`src/rtl/cpu_run_sequencer.sv`:
```
// -----------------------------------------------------------------------------
// cpu_run_sequencer
//
// Host-side initiator for the CPU top level's req/done run handshake.
// One run does the following:
//   1. Preloads LOAD_N operand words into data memory through the shared memory
//      port. The words arrive on a valid/ready stream.
//   2. Releases the CPU from reset and pulses cpu_req for one cycle.
//   3. Waits for cpu_done. If it does not arrive within TIMEOUT cycles, the
//      run aborts and the sticky timeout flag is set.
//   4. Streams RES_N result words out of data memory over a valid/ready
//      interface.
//   5. Pulses finished for one cycle.
//
// Ports:
//   clk, reset             clock, synchronous active-high reset
//   start                  begin a run (sampled only while idle)
//   busy                   high whenever a run is in progress
//   ld_valid/ld_data       preload word stream in
//   ld_ready               this block accepts ld_data this cycle
//   cpu_reset, cpu_req     reset and run request to the CPU top level
//   cpu_done               CPU finished (level, only looked at while running)
//   mem_sel                1 = this block owns the data-memory port, 0 = CPU
//   mem_addr/mem_wr_en/mem_wr_data/mem_rd_data
//                          data-memory port (the read is combinational)
//   res_valid/res_data/res_last/res_ready
//                          result word stream out
//   timeout                sticky, the last run aborted waiting for cpu_done
//   finished               one-cycle pulse at the end of every run
//   run_cycles             (CYCLE_COUNT_EN only) RUN length of the last run
//
// Optional feature: define CYCLE_COUNT_EN to add the run_cycles output.
// -----------------------------------------------------------------------------
module cpu_run_sequencer #(
    parameter int LOAD_BASE = 0,
    parameter int LOAD_N    = 2,
    parameter int RES_BASE  = 4,
    parameter int RES_N     = 2,
    parameter int TIMEOUT   = 4096
) (
    input  logic        clk,
    input  logic        reset,
    input  logic        start,
    output logic        busy,
    input  logic        ld_valid,
    input  logic [7:0]  ld_data,
    output logic        ld_ready,
    output logic        cpu_reset,
    output logic        cpu_req,
    input  logic        cpu_done,
    output logic        mem_sel,
    output logic [7:0]  mem_addr,
    output logic        mem_wr_en,
    output logic [7:0]  mem_wr_data,
    input  logic [7:0]  mem_rd_data,
    output logic        res_valid,
    output logic [7:0]  res_data,
    output logic        res_last,
    input  logic        res_ready,
    output logic        timeout,
    output logic        finished
`ifdef CYCLE_COUNT_EN
    ,
    output logic [15:0] run_cycles
`endif
);

    localparam int CW = $clog2(TIMEOUT + 1);

    localparam logic [15:0]   LOAD_LAST = 16'(LOAD_N - 1);
    localparam logic [15:0]   RES_LAST  = 16'(RES_N - 1);
    localparam logic [CW-1:0] CNT_LIMIT = CW'(TIMEOUT);

    typedef enum logic [2:0] {
        IDLE,
        LOAD,
        KICK,
        RUN,
        DRAIN,
        DONE
    } state_t;

    // These control outputs depend only on the state (and on the drain index
    // for res_last). They are registered from the next-state value, so each
    // one comes straight from a flop.
    typedef struct packed {
        logic busy;
        logic ld_ready;
        logic cpu_reset;
        logic cpu_req;
        logic mem_sel;
        logic res_valid;
        logic res_last;
        logic finished;
    } outs_t;

    state_t        state, state_nxt;
    logic [15:0]   idx, idx_nxt;
    logic [CW-1:0] cnt, cnt_nxt, cnt_inc;
    logic          timeout_nxt;
    outs_t         outs;

    function automatic outs_t decode(state_t s, logic [15:0] i);
        outs_t o;
        o           = '0;
        o.busy      = (s != IDLE);
        o.cpu_reset = 1'b1;
        o.mem_sel   = 1'b1;
        case (s)
            LOAD:  o.ld_ready = 1'b1;
            KICK:  begin
                o.cpu_reset = 1'b0;
                o.mem_sel   = 1'b0;
                o.cpu_req   = 1'b1;
            end
            RUN:   begin
                o.cpu_reset = 1'b0;
                o.mem_sel   = 1'b0;
            end
            DRAIN: begin
                o.res_valid = 1'b1;
                o.res_last  = (i == RES_LAST);
            end
            DONE:  o.finished = 1'b1;
            default: ;
        endcase
        return o;
    endfunction

    assign cnt_inc = cnt + 1'b1;

    always_comb begin
        // NOTE: every variable gets a default first, so no path leaves a value
        // unassigned and no latch is inferred.
        state_nxt   = state;
        idx_nxt     = idx;
        cnt_nxt     = cnt;
        timeout_nxt = timeout;
        case (state)
            IDLE: if (start) begin
                timeout_nxt = 1'b0;
                idx_nxt     = '0;
                state_nxt   = (LOAD_N == 0) ? KICK : LOAD;
            end
            LOAD: if (ld_valid) begin
                idx_nxt = idx + 1'b1;
                if (idx == LOAD_LAST) state_nxt = KICK;
            end
            KICK: begin
                cnt_nxt   = '0;
                state_nxt = RUN;
            end
            RUN: begin
                cnt_nxt = cnt_inc;
                // If done and the limit land on the same cycle, done wins.
                if (cpu_done) begin
                    idx_nxt   = '0;
                    state_nxt = (RES_N == 0) ? DONE : DRAIN;
                end else if (cnt_inc == CNT_LIMIT) begin
                    timeout_nxt = 1'b1;
                    state_nxt   = DONE;
                end
            end
            DRAIN: if (res_ready) begin
                idx_nxt = idx + 1'b1;
                if (idx == RES_LAST) state_nxt = DONE;
            end
            DONE: state_nxt = IDLE;
            default: state_nxt = IDLE;
        endcase
    end

    always_ff @(posedge clk) begin
        // NOTE: sequential state uses non-blocking assignments only. All flops
        // then update together at the edge, whatever order they are written in.
        if (reset) begin
            state   <= IDLE;
            idx     <= '0;
            cnt     <= '0;
            timeout <= 1'b0;
            outs    <= decode(IDLE, '0);
        end else begin
            state   <= state_nxt;
            idx     <= idx_nxt;
            cnt     <= cnt_nxt;
            timeout <= timeout_nxt;
            outs    <= decode(state_nxt, idx_nxt);
        end
    end

    assign busy      = outs.busy;
    assign ld_ready  = outs.ld_ready;
    assign cpu_reset = outs.cpu_reset;
    assign cpu_req   = outs.cpu_req;
    assign mem_sel   = outs.mem_sel;
    assign res_valid = outs.res_valid;
    assign res_last  = outs.res_last;
    assign finished  = outs.finished;

    // Writes happen only while ld_ready is high, and that is only in LOAD.
    assign mem_wr_en   = outs.ld_ready & ld_valid;
    assign mem_wr_data = ld_data;

    // The 8-bit addition wraps modulo 256 on purpose.
    assign mem_addr = outs.res_valid ? (8'(RES_BASE)  + idx[7:0])
                                     : (8'(LOAD_BASE) + idx[7:0]);

    // The read is combinational. The index only advances on a handshake, so
    // res_data holds steady while the consumer stalls.
    assign res_data = mem_rd_data;

`ifdef CYCLE_COUNT_EN
    logic [31:0] run_len;
    assign run_len = 32'(cnt_inc);

    always_ff @(posedge clk) begin
        if (reset) begin
            run_cycles <= '0;
        end else if (state == RUN && state_nxt != RUN) begin
            run_cycles <= (run_len > 32'h0000_FFFF) ? 16'hFFFF : run_len[15:0];
        end
    end
`endif

endmodule

```
`config.mk`:
```
export PLATFORM = sky130hd
export DESIGN_NAME = cpu_run_sequencer
export DESIGN_NICKNAME = d
export VERILOG_FILES = /design/src/rtl/cpu_run_sequencer.sv
export SDC_FILE = /design/constraint.sdc
export NUM_CORES = 1
export LEC_CHECK = 0
export CORE_MARGIN = 4
export CORE_UTILIZATION = 46
export CTS_CLUSTER_SIZE = 40
export DETAILED_ROUTE_END_ITERATION = 8
export GPL_TIMING_DRIVEN = 1
export PLACE_DENSITY = 0.72
export SYNTH_ARGS = -nofsm -noshare
export SYNTH_HDL_FRONTEND = slang
export SYNTH_SLANG_ARGS = --single-unit
export TNS_END_PERCENT = 100
```
`constraint.sdc`:
```
create_clock -name clk -period 2.2 [get_ports clk]
set_clock_uncertainty 0.15 [all_clocks]
set_input_delay 0.22 -clock clk [delete_from_list [all_inputs] [get_ports clk]]
set_output_delay 0.22 -clock clk [all_outputs]
set_load 0.02 [all_outputs]
```
# == Word level (Yosys, flattened, before mapping) ==
# Index checks and enable logic that the tools add are counted.
# word_totals
elab_cells,62
latchBits,0
ram_bits,0
n_memories,0
out_inout_bits,34
in_bits,22
romBits,0
ff_bits,40
# op_classes
shifts,0
div_mod_pow,0
addsub,3
n_bitwise,2
multipliers,0
n_reduce_logical,7
eq_ne,15
magnitude_cmp,0
muxes,24
# op_table
operator,n
16-bit 2-to-1 mux,4
16-bit case mux with 4 select lines,1
"16-bit by 1-bit equality test with 1-bit output, second input constant",2
13-bit case mux with 2 select lines,1
3-bit 2-to-1 mux,7
"16-bit by 1-bit adder with 16-bit output, second input constant",1
3-bit case mux with 5 select lines,1
"13-bit by 1-bit adder with 13-bit output, second input constant",1
"13-bit equality test, second input constant",1
"3-bit by 2-bit equality test with 1-bit output, second input constant",4
"3-bit equality test, second input constant",3
"3-bit by 8-bit adder with 8-bit output, first input constant",1
8-bit 2-to-1 mux,1
1-bit 2-to-1 mux,7
"3-bit by 1-bit equality test with 1-bit output, second input constant",2
"2-bit != test, second input constant",3
4-bit AND reduction,1
2-bit nonzero test,2
2-bit OR reduction,2
3-bit zero test,1
3-bit nonzero test,1
2-bit 2-to-1 mux,1
1-bit case mux with 2 select lines,1
1-bit AND,1
1-bit NOT,1

# == Longest topological paths before layout ==
# Gate-level depths: netlist of the first run.
# logic_depth
ltp_word,8
mapped_depth,9

# == Worst setup path after synthesis of the first run ==
# OpenSTA, ideal clock, no wires.
# synth_timing
kind,register to register
from,register cnt[0]
to,"register outs, in the netlist mem_sel"
stages_incl_launch_ff,9
required_time_ns,1.923
n_path_buf,0
setup_ns,0.127
synth_period_minus_slack_ns,2.297
arrival_ns,2.020
slack_ns,-0.097
path_cell_list,dfxtp_1 > ha_1 > nand3_1 > or4_1 > o2111ai_1 > nor4_1 > o21ai_0 > a21oi_1 > or3_1
# synth_via
elab_chain_len,8
elab_cells_between_ends,9
classes_between,add/sub: 1; eq/ne: 3; mux: 4; reduce/logical: 1
# synth_lines
element,line_no,text
start: declaration,99,"logic [CW-1:0] cnt, cnt_nxt, cnt_inc;"
start signal: assignment,185,cnt <= cnt_nxt;
13-bit by 1-bit adder with 13-bit output (*),130,assign cnt_inc = cnt + 1'b1;
13-bit equality test (*),159,end else if (cnt_inc == CNT_LIMIT) begin
3-bit 2-to-1 mux (*),159,
3-bit 2-to-1 mux (*),156,if (cpu_done) begin
3-bit case mux with 5 select lines (*),139,case (state)
3-bit by 2-bit equality test with 1-bit output,109,case (s)
2-bit OR reduction (no source line) (*),--,
1-bit 2-to-1 mux (*),109,
end signal: assignment,181,"outs <= decode(IDLE, '0);"
end signal: assignment,187,"outs <= decode(state_nxt, idx_nxt);"
end: declaration,101,outs_t outs;
# Mark *: on every way between the ends. The rest lies on a longest branch, timed or not.
# A chain may end at the register's enable or synchronous reset.

# == Worst setup path after layout of the first run ==
# layout_timing
from,register idx[1]
to,"register outs, in the netlist res_last"
# layout_via
elab_chain_len,7
elab_cells_between_ends,16
classes_between,add/sub: 1; eq/ne: 3; mux: 10; bitwise: 1; reduce/logical: 1
# layout_lines
element,line_no,text
start: declaration,98,"logic [15:0] idx, idx_nxt;"
start signal: assignment,184,idx <= idx_nxt;
"parallel branches: the longest is 7 deep, another holds 16-bit by 1-bit adder with 16-bit output",--,
# Parallel ways; which one is timed is not known.

==> results of run 1 <==
[logic make-up after synthesis]
group | share of synthesized area
and+or+nand+nor | 0.309
DFF | 0.311
muxes | 0.0126
adders and majority gates | 0.0243
AOI/OAI and AO/OA | 0.203
xor gates and xnor gates | 0.0272
buffers and inverters | 0.113
[power by group]
part | total, W | internal (W) | switching, W
sequential | 0.000739 | 0.000730 | 0.00000975
clock | 0.000634 | 0.000342 | 0.000292
combinational | 0.000228 | 0.000115 | 0.000113
[routing by layer]
layer  vias up  GRT usage  part of all wire
met5         -          0                 0
met4         0     0.0609             0.014
met3        18     0.0347             0.067
met2       101      0.330              0.47
met1      1302      0.272              0.45
li1       1313          -                 -
[sequential cells by signal, indices dropped and copies added (netlist names)]
register and flops:
busy 1, res_valid 1, timeout 1, state 3
res_last 1, cpu_req 1, cnt 13, finished 1
mem_sel 1, idx 16, ld_ready 1
[final timing paths]
| path | end |
|---|---|
| max | res_last$_SDFF_PP0_ |
| min | mem_wr_data[0] |
| min reg2reg | cnt[4]$_SDFFE_PP0P_ |
| max reg2reg | res_last$_SDFF_PP0_ |
[per-stage QoR]
step	instances	TNS (ns)	cell area [um^2]	power, W	hold WS [ns]
2_1_floorplan	337	0	2590	0.000907	0.285
3_3_place_gp	459	-0.514	3160	0.000951	0.290
3_5_place_dp	459	-0.932	3160	0.000954	0.290
4_1_cts	468	-0.122	3360	0.00159	0.290
5_1_grt	472	-0.386	3610	0.00167	0.290
6_report	472	-0.0936	3610	0.00160	0.290
[layout by cell type (no fill, tap or decap), types with 3 or more instances in the layout]
| master | Yosys | routed |
|---|---|---|
| a311oi_1 | 5 | 5 |
| o21ai_0 | 23 | 21 |
| dlygate4sd2_1 | 0 | 3 |
| nor4b_4 | 0 | 4 |
| a211oi_1 | 3 | 3 |
| a21oi_1 | 20 | 18 |
| buf_4 | 19 | 70 |
| dfxtp_1 | 40 | 25 |
| nor2_1 | 42 | 41 |
| nor3_1 | 7 | 5 |
| or3_1 | 7 | 7 |
| ha_1 | 5 | 3 |
| a21o_1 | 3 | 3 |
| nand3_1 | 12 | 10 |
| a22oi_1 | 6 | 5 |
| a31oi_1 | 6 | 5 |
| dfxtp_2 | 0 | 12 |
| dfxtp_4 | 0 | 3 |
| buf_6 | 1 | 3 |
| clkdlybuf4s50_1 | 0 | 18 |
| and3_1 | 3 | 3 |
| and2_1 | 4 | 4 |
| nor2b_1 | 4 | 4 |
| inv_1 | 9 | 7 |
| nor4_4 | 1 | 4 |
| nand4_1 | 8 | 8 |
| clkbuf_8 | 3 | 5 |
| nand2_1 | 39 | 37 |
| xor2_1 | 3 | 3 |
| xnor2_1 | 5 | 5 |
| or4_4 | 1 | 3 |
[area by class of cell]
cell class	instances	area, um^2	area share
clock buffer	5	68.8	0.0191
clock inverter	3	47.5	0.0132
inverter	9	36.3	0.0101
multi-input combinational	249	1750	0.485
sequential	40	827	0.229
tap	70	87.6	0.0243
timing repair buffer	96	791	0.219
[timing repair]
action,4_1_cts,5_1_grt
buffers inserted,1,4
pin swaps,7,17
cloned,0,0
setup endpoints to repair,13,17
resized for setup,25,47
[critical path, stage by stage, from the launching register on]
cell     delay [ns]
dfxtp_4        0.38
buf_4          0.13
ha_1           0.19
nand4_1        0.19
nor4_4         0.25
o21ai_0        0.13
a22oi_1        0.24
nand2_1        0.10
nor4_2         0.27
and4_1         0.21
==> flow_summary.toml, run 1 <==
[status]
run_status = "complete, but fails checks"
violations = "setup timing"

[logic_synthesis]
async_flop_share = 0
netlist_area_um2 = 2580
syn_inst = 337
synth-edff-count = 0
synthFlopType = "dfxtp_1"
ys_seq_area_frac = 0.311
synth_top_area_cell = "dfxtp_1"
syn_area_per_cell_um2 = 7.64
synthTopCellsByArea = "dfxtp_1 31%, nor2_1 6.1%, nand2_1 5.7%"
ys_seq_elements = 40
synth_common_cells = "42 x nor2_1, 40 x dfxtp_1, 39 x nand2_1, 23 x o21ai_0, 20 x a21oi_1"
yosysUniqueCellTypes = 59
synth.most_common_cell = "nor2_1"
synth_fp_nets = 364
yosys.area.top_type_share = 0.311
synth_warnings = 0

[drt]
viasPerCell = 5.79
wire_per_inst_um = 16.0
drc = 0
num_vias = 2734
first_iter_violations = 190
first_pass_iters = 5
wl_mm = 7.57
postRouteAntennaNets = 0

[clock_tree]
numCtsBuffers = 5
clock-sinks = 40
cts-htree-levels = 2
clock_path_buffers = 2
clock_latency_ns = 0.30
cts-root-buf = "clkbuf_8"
cts.reportedPaths.clkPinSlew_ns = 0.09
cts_tree = "yes"
postCtsHoldBufs = 0

[power_and_ir_drop]
p_leak_nw = 1.39
irDropWorstVdd_mv = 0.260
power.density_nw_per_um2 = 444

[die]
die_x_um = 82.8
die_h_um = 82.8
floorplan.initialDensity = 0.489
die_area_um2 = 6860
num_rows = 26
pin_count = 56
core_um2 = 5270

[timing]
fin_crit_ns = 2.29
relSlewSlack = 0.679
worstMarginPinSlew_ns = 0.480
finalHoldViolCount = 0
fin_crit_sh = 1.04
grt_setup_unrepaired = "true"
max_freq_mhz = 436
setup_violations = 1
setup_ws_ns = -0.0936
slew_violations = 0

[min_path]
hold_depth = 0
hold_class = "primary input to output port"
hold_path.startpoint = "ld_data[0]"

[setup_path]
critPathCaptureType = "flop"
cp.required_ns = 2.30
r2r_setup_slack_ns = -0.09
cp-start-kind = "flop"
startpoint = "idx[1]$_SDFF_PP0_"
rr_startpoint = "idx[1]$_SDFF_PP0_"
r2r_cells = 9
critical_path_class = "flop to flop"
cp_max_fo = 3
arrival_ns = 2.40

[final_layout]
fillers = 408
nets = 428
diodes = 0
area_delta_synth_final_pct = 40.1
drive_above_1_share = 0.351
fin_util = 0.685

[grt]
gr-usage-all-layers = 0.202
first_global_vias = 2459
grt_pass1_wl_mm = 11.7
antenna_found_initial = 0
grt_max_degree = 16
overflow = 0

[place]
place_congestion = 1.01
dp_hpwl_mm = 5.19
pre_cts_slack_ns = -0.232
port_buffers = 23

[flow_run]
cap_violations = 0
Power figures use the tool's default switching activity.
==> run 2, diff against run 1 <==
CTS_CLUSTER_SIZE = not set   (was 40)
==> results of run 2 <==
Same layout as run 1: the final DEF is identical, and so are final timing and power.
==> run 3, diff against run 2 <==
SKIP_CTS_REPAIR_TIMING = 1   (was not set)
==> flow_summary.toml, run 3 (synthesis results as in run 1) <==
[timing]
worstMarginPinSlew_ns = 0.441
relSlewSlack = 0.705
slew_violations = 0
fin_crit_ns = 2.28
max_freq_mhz = 439
setup_tns_ns = -0.117
setup_violations = 2
fin_crit_sh = 1.04
setup_ws_ns = -0.0774
grt_setup_unrepaired = "true"
finalHoldViolCount = 0

[grt]
grt_pass1_wl_mm = 11.4
gr-usage-all-layers = 0.198
first_global_vias = 2441
overflow = 0
antenna_found_initial = 0
grt_max_degree = 16

[place]
port_buffers = 23
place_congestion = 1.01
dp_hpwl_mm = 5.19
dp.cells = 459
pre_cts_slack_ns = -0.232

[final_layout]
final_cell_mix = "72 x buf_4, 41 x nor2_1, 38 x nand2_1"
largest_reg_flops = 16
top_regs = "idx x16, cnt x13, state x3"
final_common_cell = "buf_4"
diodes = 0
max_flop_register = "idx"
nets = 427
instances_no_fill = 471
drive_above_1_share = 0.322
area_delta_synth_final_pct = 36.2

[flow_run]
cap_violations = 0

[drt]
postRouteAntennaNets = 0
dr_wl_met3_um = 466
drc = 0
wl_met1_mm = 3.18
num_vias = 2727
wire_per_inst_um = 15.3
first_pass_iters = 5
first_iter_violations = 211
wl_met2_mm = 3.43
dr.max_layer_used = "met4"
viasPerCell = 5.79
wl_mm = 7.19

[die]
die_area_um2 = 6860
die_x_um = 82.8
floorplan.initialDensity = 0.489
die_h_um = 82.8
core_um2 = 5270
num_rows = 26
pin_count = 56

[power_and_ir_drop]
p_comb_frac = 0.138
power.internal_w = 0.00118
finalPower_w = 0.00159
p_leak_nw = 1.40
seqPwrFrac = 0.467
pwr-share-clk = 0.395
netSwitchingFraction = 0.254
switching_power_w = 0.000403
irDropWorstVdd_mv = 0.270
power.density_nw_per_um2 = 452

[setup_path]
critical_path_class = "flop to flop"
startpoint = "state[1]$_SDFF_PP0_"
rr_startpoint = "state[1]$_SDFF_PP0_"
endpoint = "res_last$_SDFF_PP0_"
r2r_setup_slack_ns = -0.08
cp_max_fo = 9
cp-start-kind = "flop"
r2r_cells = 9
arrival_ns = 2.38
critPathCaptureType = "flop"
rr_endpoint = "res_last$_SDFF_PP0_"
cp.required_ns = 2.30

[status]
violations = "setup timing"
run_status = "complete, but fails checks"

[clock_tree]
numCtsBuffers = 5
cts-htree-levels = 2
cts.reportedPaths.clkPinSlew_ns = 0.09
clock_latency_ns = 0.30
cts_tree = "yes"
cts-root-buf = "clkbuf_8"
clock-sinks = 40
clock_path_buffers = 2

[min_path]
hold_class = "primary input to output port"
run 3: area by class of cell:
| type | count | area (um^2) |
|---|---|---|
| Timing Repair Buffer | 95 | 783 |
| Tap cell | 70 | 87.6 |
| Clock inverter | 3 | 47.5 |
| Fill cell | 442 | 1760 |
| Clock buffer | 5 | 68.8 |
| Inverter | 9 | 36.3 |
| Multi-Input combinational cell | 249 | 1670 |
| Sequential cell | 40 | 817 |
run 3: metal layers:
metal | track usage | vias up
met3 | 0.0347 | 16
met5 | 0 | -
met4 | 0.0624 | 0
met2 | 0.317 | 103
li1 | - | 1305
met1 | 0.269 | 1303
run 3: critical path, cell delays in order (launching register included):
cell	delay (ns)
dfxtp_1	0.37
buf_4	0.19
nor4b_4	0.25
a211o_2	0.22
buf_4	0.13
o21ai_0	0.07
a22oi_1	0.25
nand2_1	0.10
nor4_2	0.27
and4_1	0.21
run 3: worst min-delay path by stage:
stage / slack [ns] / startpoint / cells past startpoint / end
CTS: 0.29 / ld_data[0] / 0 / mem_wr_data[0]
global placement: 0.29 / ld_data[0] / 0 / mem_wr_data[0]
floorplan: 0.29 / reset / 2 / cnt[12]$_SDFFE_PP0P_
global route: 0.29 / ld_data[0] / 0 / mem_wr_data[0]
detailed placement: 0.29 / ld_data[0] / 0 / mem_wr_data[0]
finish: 0.29 / ld_data[0] / 0 / mem_wr_data[0]
run 3: power groups by stage:
stage | Sequential, W | Combinational, W | Clock [W]
after detailed placement | 0.000757 | 0.000197 | 0
after CTS | 0.000740 | 0.000199 | 0.000638
after global routing | 0.000743 | 0.000236 | 0.000680
after global placement | 0.000757 | 0.000194 | 0
final | 0.000741 | 0.000219 | 0.000627
after floorplan | 0.000759 | 0.000148 | 0
run 3: per-stage QoR:
| step | hold WS, ns | area [um^2] | utilization |
|---|---|---|---|
| 2_1_floorplan | 0.285 | 2590 | - |
| 3_3_place_gp | 0.290 | 3160 | 0.599 |
| 3_5_place_dp | 0.290 | 3160 | 0.599 |
| 4_1_cts | 0.290 | 3270 | 0.621 |
| 5_1_grt | 0.290 | 3510 | 0.666 |
| 6_report | 0.290 | 3510 | 0.666 |
